File: config.mk
export PLATFORM = sky130hd
export DESIGN_NAME = pll_reset_sequencer
export DESIGN_NICKNAME = d
export VERILOG_FILES = /design/src/rtl/pll_seq_pkg.sv /design/src/rtl/sync_2ff.sv /design/src/rtl/pll_reset_sequencer.sv
export SDC_FILE = /design/constraint.sdc
export NUM_CORES = 1
export LEC_CHECK = 0
export CAP_MARGIN = 20
export CORE_ASPECT_RATIO = 2
export CORE_UTILIZATION = 60
export CTS_BUF_LIST = sky130_fd_sc_hd__clkbuf_4 sky130_fd_sc_hd__clkbuf_8 sky130_fd_sc_hd__clkbuf_16
export CTS_CLUSTER_DIAMETER = 80
export DETAILED_ROUTE_END_ITERATION = 7
export PLACE_DENSITY_LB_ADDON = 0.3
export REMOVE_ABC_BUFFERS = 1
export SLEW_MARGIN = 10
export SYNTH_ARGS = -nofsm -noshare
export SYNTH_HDL_FRONTEND = slang
export SYNTH_SLANG_ARGS = --single-unit
File: constraint.sdc
create_clock -name clock -period 3.3 [get_ports clock]
set_clock_uncertainty 0.1 [all_clocks]
set_input_delay 0.66 -clock clock [delete_from_list [all_inputs] [get_ports clock]]
set_output_delay 0.66 -clock clock [all_outputs]
set_load 0.01 [all_outputs]
File: src/rtl/pll_seq_pkg.sv
// Shared state encodings, default timing and counter sizing for the PLL reset sequencer.
package pll_seq_pkg;

   localparam logic [2:0] PLLRST   = 3'd0;
   localparam logic [2:0] WAITLOCK = 3'd1;
   localparam logic [2:0] STABLE   = 3'd2;
   localparam logic [2:0] RELEASE  = 3'd3;
   localparam logic [2:0] RUN      = 3'd4;
   localparam logic [2:0] FAULT    = 3'd5;

   localparam int DEF_N_DOMAINS     = 2;
   localparam int DEF_RST_CYCLES    = 16;
   localparam int DEF_LOCK_TIMEOUT  = 250000;
   localparam int DEF_STABLE_CYCLES = 2500;
   localparam int DEF_STAGGER       = 64;
   localparam int DEF_DEGLITCH      = 4;
   localparam int DEF_MAX_RETRIES   = 8;

   function automatic int cnt_width(input int a, input int b, input int c, input int d);
      int m;
      m = a;
      if (b > m) m = b;
      if (c > m) m = c;
      if (d > m) m = d;
      return $clog2(m) + 1;
   endfunction

endpackage

File: src/rtl/sync_2ff.sv
// Generic single-bit two-flop synchronizer, clears to 0 on synchronous reset.
module sync_2ff (
   input  logic clock,
   input  logic reset,
   input  logic d,
   output logic q
);

   logic meta;

   always_ff @(posedge clock) begin
      if (reset) begin
         meta <= 1'b0;
         q    <= 1'b0;
      end else begin
         meta <= d;
         q    <= meta;
      end
   end

endmodule

File: src/rtl/pll_reset_sequencer.sv
// Drives the PLL RST pin, waits for a stable lock with timeout/retry, then releases
// per-domain resets one at a time; lock loss while running restarts the sequence.
module pll_reset_sequencer
   import pll_seq_pkg::*;
#(
   parameter int N_DOMAINS     = DEF_N_DOMAINS,
   parameter int RST_CYCLES    = DEF_RST_CYCLES,
   parameter int LOCK_TIMEOUT  = DEF_LOCK_TIMEOUT,
   parameter int STABLE_CYCLES = DEF_STABLE_CYCLES,
   parameter int STAGGER       = DEF_STAGGER,
   parameter int DEGLITCH      = DEF_DEGLITCH,
   parameter int MAX_RETRIES   = DEF_MAX_RETRIES
) (
   input  logic                 clock,
   input  logic                 reset,
   input  logic                 pll_locked,
   output logic                 pll_rst,
   output logic [N_DOMAINS-1:0] rst_out,
   output logic                 ready,
   output logic                 fault,
   output logic [7:0]           lock_loss_count
);

   localparam int CW = cnt_width(RST_CYCLES, LOCK_TIMEOUT, STABLE_CYCLES, STAGGER);
   localparam int IW = (N_DOMAINS > 1) ? $clog2(N_DOMAINS) : 1;

   logic                 lk;
   logic [2:0]           state, state_n;
   logic [CW-1:0]        cnt, cnt_n;
   logic [7:0]           retry, retry_n, retry_inc;
   logic [IW-1:0]        idx, idx_n;
   logic [7:0]           low, low_n;
   logic [N_DOMAINS-1:0] rst_n;
   logic                 ready_n, fault_n, pll_rst_n;
   logic [7:0]           llc_n;

   sync_2ff u_lock_sync (
      .clock (clock),
      .reset (reset),
      .d     (pll_locked),
      .q     (lk)
   );

   always_comb begin
      state_n   = state;
      cnt_n     = cnt + CW'(1);
      retry_n   = retry;
      retry_inc = retry + 8'd1;
      idx_n     = idx;
      low_n     = '0;
      rst_n     = rst_out;
      ready_n   = ready;
      fault_n   = fault;
      llc_n     = lock_loss_count;

      case (state)
         PLLRST: begin
            if (cnt == CW'(RST_CYCLES - 1)) state_n = WAITLOCK;
         end
         WAITLOCK: begin
            if (lk) begin
               state_n = STABLE;
               retry_n = '0;
            end else if (cnt == CW'(LOCK_TIMEOUT - 1)) begin
               retry_n = retry_inc;
               if (retry_inc == 8'(MAX_RETRIES)) begin
                  state_n = FAULT;
                  fault_n = 1'b1;
               end else begin
                  state_n = PLLRST;
               end
            end
         end
         STABLE: begin
            // A low sample only restarts the stability window; the PLL is not re-pulsed.
            if (!lk) begin
               cnt_n = '0;
            end else if (cnt == CW'(STABLE_CYCLES - 1)) begin
               state_n  = RELEASE;
               idx_n    = '0;
               rst_n[0] = 1'b0;
            end
         end
         RELEASE, RUN: begin
            if (!lk) low_n = low + 8'd1;
            if (!lk && (low_n == 8'(DEGLITCH))) begin
               state_n = PLLRST;
               low_n   = '0;
               rst_n   = '1;
               ready_n = 1'b0;
               if (lock_loss_count != 8'hFF) llc_n = lock_loss_count + 8'd1;
            end else if (state == RELEASE) begin
               if (idx == IW'(N_DOMAINS - 1)) begin
                  state_n = RUN;
                  ready_n = 1'b1;
               end else if (cnt == CW'(STAGGER - 1)) begin
                  idx_n        = idx + IW'(1);
                  rst_n[idx_n] = 1'b0;
                  cnt_n        = '0;
               end
            end
         end
         FAULT: begin
            state_n = FAULT;
         end
         default: begin
            state_n = PLLRST;
            rst_n   = '1;
            ready_n = 1'b0;
         end
      endcase

      if (state_n != state) cnt_n = '0;
      pll_rst_n = (state_n == PLLRST) || (state_n == FAULT);
   end

   always_ff @(posedge clock) begin
      if (reset) begin
         state           <= PLLRST;
         cnt             <= '0;
         retry           <= '0;
         idx             <= '0;
         low             <= '0;
         pll_rst         <= 1'b1;
         rst_out         <= '1;
         ready           <= 1'b0;
         fault           <= 1'b0;
         lock_loss_count <= '0;
      end else begin
         state           <= state_n;
         cnt             <= cnt_n;
         retry           <= retry_n;
         idx             <= idx_n;
         low             <= low_n;
         pll_rst         <= pll_rst_n;
         rst_out         <= rst_n;
         ready           <= ready_n;
         fault           <= fault_n;
         lock_loss_count <= llc_n;
      end
   end

endmodule

; ---- Yosys cells after proc, flatten, opt, wreduce, memory -nomap -nowiden
; Cells that the tools add are included.
[classes]
addsub = 5
mul = 0
div_mod_pow = 0
n_lt_le_gt_ge = 2
n_eq_ne = 22
n_shift = 0
mux = 39
n_bitwise = 6
n_reduce_logical = 20
[op_table]
columns = cell, count
row1 = 2-to-1 mux 19 bit, 5
row2 = case mux 19 bit (2 select lines), 1
row3 = 2-to-1 mux 8 bit, 4
row4 = 2-to-1 mux 3 bit, 9
row5 = adder 8 x 1 -> 8 bit (second input constant), 3
row6 = adder 19 x 1 -> 19 bit (second input constant), 1
row7 = equality test 19 x 12 -> 1 bit (second input constant), 1
row8 = equality test 19 x 18 -> 1 bit (second input constant), 1
row9 = equality test 19 x 4 -> 1 bit (second input constant), 1
row10 = equality test 19 x 6 -> 1 bit (second input constant), 1
row11 = case mux 3 bit (5 select lines), 1
row12 = != test 3 bit (second input constant), 4
row13 = 2-to-1 mux 1 bit, 10
row14 = equality test 3 bit (second input constant), 3
row15 = equality test 8 x 3 -> 1 bit (second input constant), 1
row16 = equality test 8 x 4 -> 1 bit (second input constant), 1
row17 = 2-to-1 mux 2 bit, 4
row18 = != test 8 bit (second input constant), 1
row19 = AND reduction 4 bit, 2
row20 = equality test 3 x 2 -> 1 bit (second input constant), 2
row21 = zero test 3 bit, 2
row22 = != test 2 bit (second input constant), 3
row23 = case mux 1 bit (2 select lines), 3
row24 = AND reduction 3 bit, 2
row25 = 21 further kinds, 28
[totals]
reg_bits = 54
latch_bits = 0
ram_bits = 0
mem_bits_ro = 0
in_bits = 3
out_inout_bits = 13
word_cells = 107
memories = 0

; ---- Logic depth before layout (Yosys ltp)
[depth]
word_depth = 12
ltp_mapped = 9
depth_no_buf = 7

; ---- Cells and area by module
; From an unflattened synthesis, not the netlist that was laid out.
[hier_totals]
cells_unflattened = 354
hier_area_um2 = 2935.3
[modules_own_cells]
columns = mod, n_inst, cells_per_inst, area_per_inst_um2, seq_area_each_um2
row1 = pll_reset_sequencer, 1, 350, 2882.8, 1041.0
row2 = sync_2ff, 1, 4, 52.6, 40.0

; ---- Worst setup path after synthesis
; Ideal clock, no wire load.
[synth_path]
path_kind = flip-flop to flip-flop
start = reg cnt[0]
end = reg cnt[10]
setup_ns = 0.121
t_arrival_ns = 2.108
required_time_ns = 3.079
slack_ns = 0.971
stages_incl_launch_ff = 9
n_path_buf = 1
period_less_slack_ns = 2.329
path_cell_list = dfxtp_1 > ha_1 > nor3b_1 > and4_1 > a21oi_1 > o21a_1 > nor3_2 > buf_2 > nor4_1
[synth_via]
elab_chain_cells = 6
elab_cells_between_ends = 19
classes_between = add/sub (1) / eq/ne (5) / mux (12) / reduce/logical (1)
[synth_rtl]
columns = item, line
row1 = "start, declared", pll_reset_sequencer.sv:29  ; logic [CW-1:0] cnt, cnt_n;
row2 = "start signal, assigned", pll_reset_sequencer.sv:131  ; cnt <= cnt_n;
row3 = "adder 19 x 1 -> 19 bit, or another cell as far along", pll_reset_sequencer.sv:46  ; cnt_n = cnt + CW'(1);
row4 = "2-to-1 mux 19 bit, or another cell as far along", pll_reset_sequencer.sv:96  ; end else if (cnt == CW'(STAGGER - 1)) begin
row5 = "2-to-1 mux 19 bit, or another cell as far along", pll_reset_sequencer.sv:93  ; if (idx == IW'(N_DOMAINS - 1)) begin
row6 = 2-to-1 mux 19 bit / case mux 3 bit (5 select lines) (equally long branches), "pll_reset_sequencer.sv:92, pll_reset_sequencer.sv:56"
row7 = 2-to-1 mux 19 bit / != test 3 bit (equally long branches), "pll_reset_sequencer.sv:86, pll_reset_sequencer.sv:113"
row8 = case mux 19 bit (2 select lines) / OR reduction 2 bit (equally long branches), n/a
; Parallel ways exist; a longest one is shown, timed or not.
; A chain may end at the register's enable or synchronous reset.

; ---- Final worst setup path
[layout_path]
start = reg low[0]
end = reg cnt[12]
[layout_via]
elab_chain_cells = 9
elab_cells_between_ends = 11
classes_between = add/sub (1) / eq/ne (2) / mux (6) / reduce/logical (2)
[layout_rtl]
columns = item, line
row1 = "start, declared", pll_reset_sequencer.sv:32  ; logic [7:0] low, low_n;
row2 = "start signal, assigned", pll_reset_sequencer.sv:134  ; low <= low_n;
row3 = adder 8 x 1 -> 8 bit (*), pll_reset_sequencer.sv:85  ; if (!lk) low_n = low + 8'd1;
row4 = 2-to-1 mux 8 bit (*), pll_reset_sequencer.sv:85
row5 = 2-to-1 mux 8 bit (*), pll_reset_sequencer.sv:56  ; case (state)
row6 = equality test 8 x 3 -> 1 bit (*), pll_reset_sequencer.sv:86  ; if (!lk && (low_n == 8'(DEGLITCH))) begin
row7 = logical AND 1 bit (*), pll_reset_sequencer.sv:86
row8 = 2-to-1 mux 3 bit, pll_reset_sequencer.sv:86
row9 = case mux 3 bit (5 select lines), pll_reset_sequencer.sv:56
row10 = != test 3 bit, pll_reset_sequencer.sv:113  ; if (state_n != state) cnt_n = '0;
row11 = OR reduction 2 bit (no line), n/a
; Every way passes the cells marked *; elsewhere a longest branch is shown, timed or not. The select of a mux whose other input is x is not followed.

==> results.md <==
- Status: complete, no violations
- First-pass GRT wire length: 10700 um
- Max Clock Freq: roughly 0.38 GHz
- Io pins: 16
- CP Class: register to register
- Synth Flop Type: dfxtp_1
- Rel. slew slack: 0.617
- Root cell of the clock tree: clkbuf_8
- Fin. max-slew vios: 0
- Setup TNS: 0 ps
- # resized after CTS: 0
- PortBufs: 15
- Synthesis Warnings: 0
- Yosys top cell area share: 0.360
- Vias in the first global route: about 2.4k
- Initial antenna violation count: 0
- Skew-Pair Late Insertion Delay: just over 300 ps
- Register Area: ~1100 um^2
- Fillers: ~400
- Top cells by area, synth: dfxtp_1, xor2_1, nor4_1, nor2_1, xnor2_1
- # clock sinks: 54
- Final-report hold violation count: 0
- CP cell instances: ha_1 -> and4_1 -> nand2_1 -> o2bb2ai_2 -> and2_2 -> a221o_2 -> nor4b_1
- Total Die Area: between 5000 and 6000 um^2
- Power Dens Cells: 337 nW/um^2
- Final WL: around 6400 um
- CP max stage cell: a221o_2
- Clock slew at reported path FFs: approximately 90 ps
- Initial Utilization: 0.623
- CTS tree: built
- Nets: 359
- Async SR Flop Fraction: 0
- DIE WIDTH: 52.0 um
- Worst slack at placement: 711 ps
- Crit-path leading delay family: simple AND/OR/NAND/NOR gates
- Routability cong.: about 0.87
- Post-synth EDFFs: 0
- Register bit total from synthesis: 54
- Iteration-0 DRC Markers: 59
- H-Tree Depth: 2
- Setup ws final: between 600 and 700 ps
- Most numerous cell in the Yosys netlist: dfxtp_1
- HPWL Detailed: between 4000 and 5000 um
- Post-DRT Antenna Nets: 0
- Synth Cell Area: roughly 3000 um^2
- Delay of the slowest critical-path stage: approximately 540 ps
- Clock buffer depth: 2
- Bufs and invs on worst path: 0
- RSZ-0062 raised after global routing: no
- Num CTS Buffers: 5
- WP data required: 3420 ps
- WL/cell: between 15 and 20 um
- Slew @ Worst Pin: between 500 and 600 ps
- Cell taking the most area after synthesis: dfxtp_1
- Worst-path fanout max: 22
- Worst setup EP type: register
- Rows: 36
- Diodes inserted: 0
- Period utilization: 0.793
- DR vias/cell: 6.30
- Core Area: 4820 um^2
- GRT Total Usage: 0.267
- Hold slack: around 360 ps
- HP Class: register to register
- Area Overhead vs Synth: 6.13%
- Area of the multi-input gates: 1730 um^2
- Largest net degree at the start of global routing: 28
- Post-route DRC: 0
- Die Y: 102 um
- Maximum vdd drop: 0.349 mV
- Fraction of layout cells with a size suffix above 1: 0.0881
- Via Count: roughly 2.6k
- Max-cap violations: 0
- Post-CTS Setup Repair Bufs: 0
- Library cells used by synthesis: between 60 and 70
- Setup crit start kind: register
- Crit path DAT: between 2000 and 3000 ps
- Leakage: roughly 1.1 nW
- Sequential fraction of the synthesis area: 0.360
- Drt first pass iters: 4
- Grt ovf: 0
- Min Tclk post-route: 2620 ps
- Top cells by count, synth: dfxtp_1, nor2_1, nor4_1
- Final setup vio count: 0
- Post-CTS Hold Buffers: 0
- Synth Instances: 346
- Syn_area_per_cell: around 8.7 um^2
cell usage in the layout (no fill, tap or decap), types with 3 or more instances in the layout:
master	netlist	routed
a211oi_1	3	3
a21oi_1	16	16
a22oi_1	3	3
and2_1	5	5
and3_1	13	13
and4_1	3	3
buf_4	1	3
clkbuf_8	2	6
clkdlybuf4s50_1	0	15
dfxtp_1	54	54
ha_1	5	5
inv_1	8	8
nand2_1	18	18
nand2b_1	3	3
nand3_1	20	20
nand3b_1	3	3
nand4_1	12	12
nor2_1	34	34
nor2b_1	4	4
nor3_1	4	4
nor4_1	21	21
nor4b_1	3	3
o2111ai_1	3	3
o211ai_1	3	3
o21ai_0	9	9
or3_1	8	8
or4_1	3	3
xnor2_1	12	12
xor2_1	17	17
cell type report:
class | instances | share of cell area
Clock buffer | 6 | 0.0259
Clock inverter | 2 | 0.00393
Inverter | 9 | 0.0106
Multi-Input combinational cell | 263 | 0.544
Sequential cell | 54 | 0.339
Tap cell | 57 | 0.0224
Timing Repair Buffer | 18 | 0.0542
worst register-to-register path: stages (launching register included):
cell	delay [ps]
dfxtp_1	410
ha_1	230
and4_1	250
nand2_1	110
o2bb2ai_2	260
and2_2	290
a221o_2	540
nor4b_1	340
power by group:
group	internal, mW	switching (mW)	total, mW
Combinational	0.0112	0.0185	0.0297
Clock	0.169	0.216	0.384
Sequential	0.655	0.00480	0.660
Total	0.836	0.239	1.07
registers in the layout, indices dropped and copies added (netlist names):
signal / cells
lock_loss_count: 8
cnt: 19
low: 8
state: 3
u_lock_sync.q: 1
pll_rst: 1
fault: 1
ready: 1
retry: 8
rst_out: 2
u_lock_sync.meta: 1
idx: 1
per-stage QoR:
| stage | std cells | utilization | power, mW | instance area, um^2 |
|---|---|---|---|---|
| detailed placement | 401 | 0.641 | 0.705 | 3090 |
| CTS | 409 | 0.661 | 1.09 | 3190 |
| finish | 409 | 0.661 | 1.07 | 3190 |
| global route | 409 | 0.661 | 1.12 | 3190 |
| floorplan | 326 | - | 0.691 | 2850 |
| global placement | 401 | 0.641 | 0.704 | 3090 |
path summary, 6_finish.rpt:
| check | cells after the start | to | startpoint | slack [ps] |
|---|---|---|---|---|
| setup / recovery | 7 | cnt[12]$_SDFF_PP0_ | low[0]$_SDFF_PP0_ | 680 |
| hold / removal | 2 | ready$_SDFFE_PP0P_ | ready$_SDFFE_PP0P_ | 360 |
| hold reg to reg | 2 | ready$_SDFFE_PP0P_ | ready$_SDFFE_PP0P_ | 360 |
| setup reg to reg | 7 | cnt[12]$_SDFF_PP0_ | low[0]$_SDFF_PP0_ | 680 |
metal layers:
| metal | GRT usage | up-vias | routed length [um] |
|---|---|---|---|
| li1 | - | 1292 | - |
| met1 | 0.273 | 1215 | 2510 |
| met2 | 0.490 | 55 | 3530 |
| met3 | 0.0491 | 14 | 169 |
| met4 | 0.137 | 0 | 210 |
| met5 | 0 | - | 0 |
logic make-up after synthesis:
logic type               after synthesis  synth area share
AND/OR/NAND/NOR                      168             0.314
AO/OA/AOI/OAI                         58             0.147
flip-flops                            54             0.360
XOR/XNOR                              29            0.0846
buffers and inverters                 29            0.0629
adder cells (fa/ha/maj)                5            0.0208
multiplexers                           3            0.0104
Note: power is estimated with default switching activity, not from simulation.
==> RTL change: new RTL, config.mk and constraints unchanged <==
`DEF_N_DOMAINS`: 2 -> 4.
--- a/src/rtl/pll_seq_pkg.sv
+++ b/src/rtl/pll_seq_pkg.sv
@@ -9,5 +9,5 @@
    localparam logic [2:0] FAULT    = 3'd5;
 
-   localparam int DEF_N_DOMAINS     = 2;
+   localparam int DEF_N_DOMAINS     = 4;
    localparam int DEF_RST_CYCLES    = 16;
    localparam int DEF_LOCK_TIMEOUT  = 250000;
Interface: changed (resized rst_out); port bits go from 16 to 18. The function was not compared with the original's and may differ.
==> RTL change against the unedited design <==
- cell area increased by 11%
- synthesized area up 4.5%
- power rose by 29%
- die area is 4.4% higher
- global-route usage grew 0.91 points
- setup slack worse by 0.037 ns
- sequential cell count grew 3
- wire length grew 6.2%
==> RTL change: results (changes against the unedited design) <==
----------------------------------------------------
[Global route]
  Vias in the first global route ... 2534 (+3.5%)
  Global-route wire length before repair ... 11210 um (+4.5%)
  Number of antenna violations at the first check in global routing ... 0 (unchanged)
  GRT Total Usage ... 27.57% (+0.91 points)
  Largest net degree at the start of global routing ... 27 (-3.6%)

[Yosys]
  Post-synthesis area per instance ... 8.481 um^2 (-2.3%)
  Main area contributors after synthesis ... dfxtp_1, xor2_1, nor2_1
  Count of distinct cell types in the synthesized netlist ... 68 (+7.9%)
  Top cell types by occurrence after synthesis ... dfxtp_1, nor2_1, nand2_1, nand3_1, nor3_1
  Sequential-to-total area share from yosys stat ... 36.36% (+0.36 points)
  Number of synthesized flops with an enable pin ... 0 (unchanged)
  Warnings from Yosys ... 0 (unchanged)

[Clock tree]
  CTS Root Buffer Type ... clkbuf_8
  Number of buffers added for setup after CTS ... 0 (unchanged)
  Clock H-tree levels ... 3 (+1)
  Clock latency at the later pin of the worst-skew pair ... 0.35 ns (+0.04 ns)
  Clock edge transition at the registers on the reported setup and hold paths ... 0.06 ns (-0.03 ns)
  Post-cts repair resize count ... 0 (unchanged)
  Inserted Clock Buffers ... 9 (+4)
  Number of buffers between clock root and the deepest sink ... 2 (unchanged)

[Routing]
  Iteration-0 DRC Markers ... 76 (+29%)
  Final wirelength ... 6814 um (+6.2%)
  Average vias per placed instance ... 6.169 (-2.1%)

[Place]
  Worst setup slack after placement ... 0.7043 ns (-0.006631 ns)
  Post-place instance area ... 3334 um^2 (+7.9%)
  Placer's final routability congestion estimate ... 0.9226 (+6.4%)
  HPWL after detailed placement ... 5010 um (+8.5%)
  Placed Instances ... 436 (+8.7%)
  PortBufs ... 17 (+2)

[Timing]
  Transition time of the tightest slew-check pin ... 0.6794 ns (+0.1073 ns)
  Minimum clock period after layout ... 2.652 ns (+0.03655 ns)
  Count of endpoints failing setup in the final report ... 0 (unchanged)
  Minimum hold slack ... 0.3376 ns (-0.02025 ns)

[Pwr]
  Leakage Power ... 1.256 nW (+14%)
  IR Drop Worst-Case VDD ... 407.9 uV (+17%)
  Cell-internal power ... 0.001094 W (+31%)

[Critical path]
  Worst-path maximum fanout ... 11 (-50%)
  Setup slack, reg-to-reg ... 0.65 ns (-0.04 ns)
  CP Data Arrival Time ... 2.77 ns (+0.04 ns)

[Final layout]
  Most flops, register ... cnt
  Non-filler cells in the finished layout ... 451 (+10%)
  Number of flip-flops in the largest register ... 19 (unchanged)
  Number of nets in the layout ... 402 (+12%)
  Share of final-layout standard cells stronger than drive strength 1 ... 9.137% (+0.33 points)
  Antenna diodes ... 0 (unchanged)
  Layout filler cell count ... 417 (+5.3%)

[Run status]
  Status ... complete, no violations

[Worst hold path]
  Class of the tightest hold or removal check ... reg -> reg

----------------------------------------------------
## RTL change: changes by cell type after synthesis, sizes merged, moves of 5 or more
| cell | before | now |
|---|---|---|
| a21oi | 16 | 21 |
| and2 | 7 | 2 |
| nand2 | 18 | 26 |
| nand2b | 3 | 11 |
| nand3 | 20 | 25 |
| nand4 | 12 | 7 |
| nor2 | 34 | 39 |
| nor3 | 5 | 22 |
| nor4 | 22 | 6 |
## RTL change: path summary, 6_finish.rpt
path | cells past startpoint | to | from
setup / recovery | 7 | cnt[16]$_SDFF_PP0_ | low[0]$_SDFF_PP0_
hold / removal | 1 | u_lock_sync.q$_SDFF_PP0_ | u_lock_sync.meta$_SDFF_PP0_
setup reg to reg | 7 | cnt[16]$_SDFF_PP0_ | low[0]$_SDFF_PP0_
hold reg to reg | 1 | u_lock_sync.q$_SDFF_PP0_ | u_lock_sync.meta$_SDFF_PP0_
## RTL change: layout make-up
| class | count | area [um^2] | area share [%] |
|---|---|---|---|
| well taps | 57 | 71.32 | 2.018 |
| clock inverters | 3 | 40.04 | 1.133 |
| inverters | 12 | 45.04 | 1.275 |
| repair buffers | 21 | 200.2 | 5.666 |
| clock buffers | 12 | 158.9 | 4.497 |
| multi-input cells | 289 | 1877 | 53.12 |
| flip-flops and latches | 57 | 1141 | 32.29 |
## RTL change: logic make-up after synthesis
logic type / share of synthesized area, %
and+or+nand+nor: 31.46
AOI/OAI and AO/OA: 15.71
DFF: 36.36
xor gates and xnor gates: 8.373
buffers and inverters: 3.828
adders and majority gates: 3.589
muxes: 0.6778
## RTL change: worst max-delay path: stages (launching register included)
cell	delay (ns)
dfxtp_1	0.43
ha_1	0.28
or4_4	0.58
nor4b_1	0.32
a221o_1	0.19
buf_4	0.17
nand3b_1	0.34
nor3_1	0.11
## RTL change: power groups by stage
stage / Clock (W) / Sequential (W) / Combinational, W
after floorplan: 0 / 0.000711 / 0.0000140
after global placement: 0 / 0.000712 / 0.0000262
after detailed placement: 0 / 0.000712 / 0.0000267
after CTS: 0.000667 / 0.000697 / 0.0000273
after global routing: 0.000695 / 0.000697 / 0.0000293
final: 0.000657 / 0.000697 / 0.0000271
## RTL change: metal layers
metal	routed length [um]	track usage (%)	up-vias
met2	3638	44.94	58
met3	210	7.456	23
li1	-	-	1391
met4	233	17.29	0
met5	0	0	-
met1	2731	29.85	1310
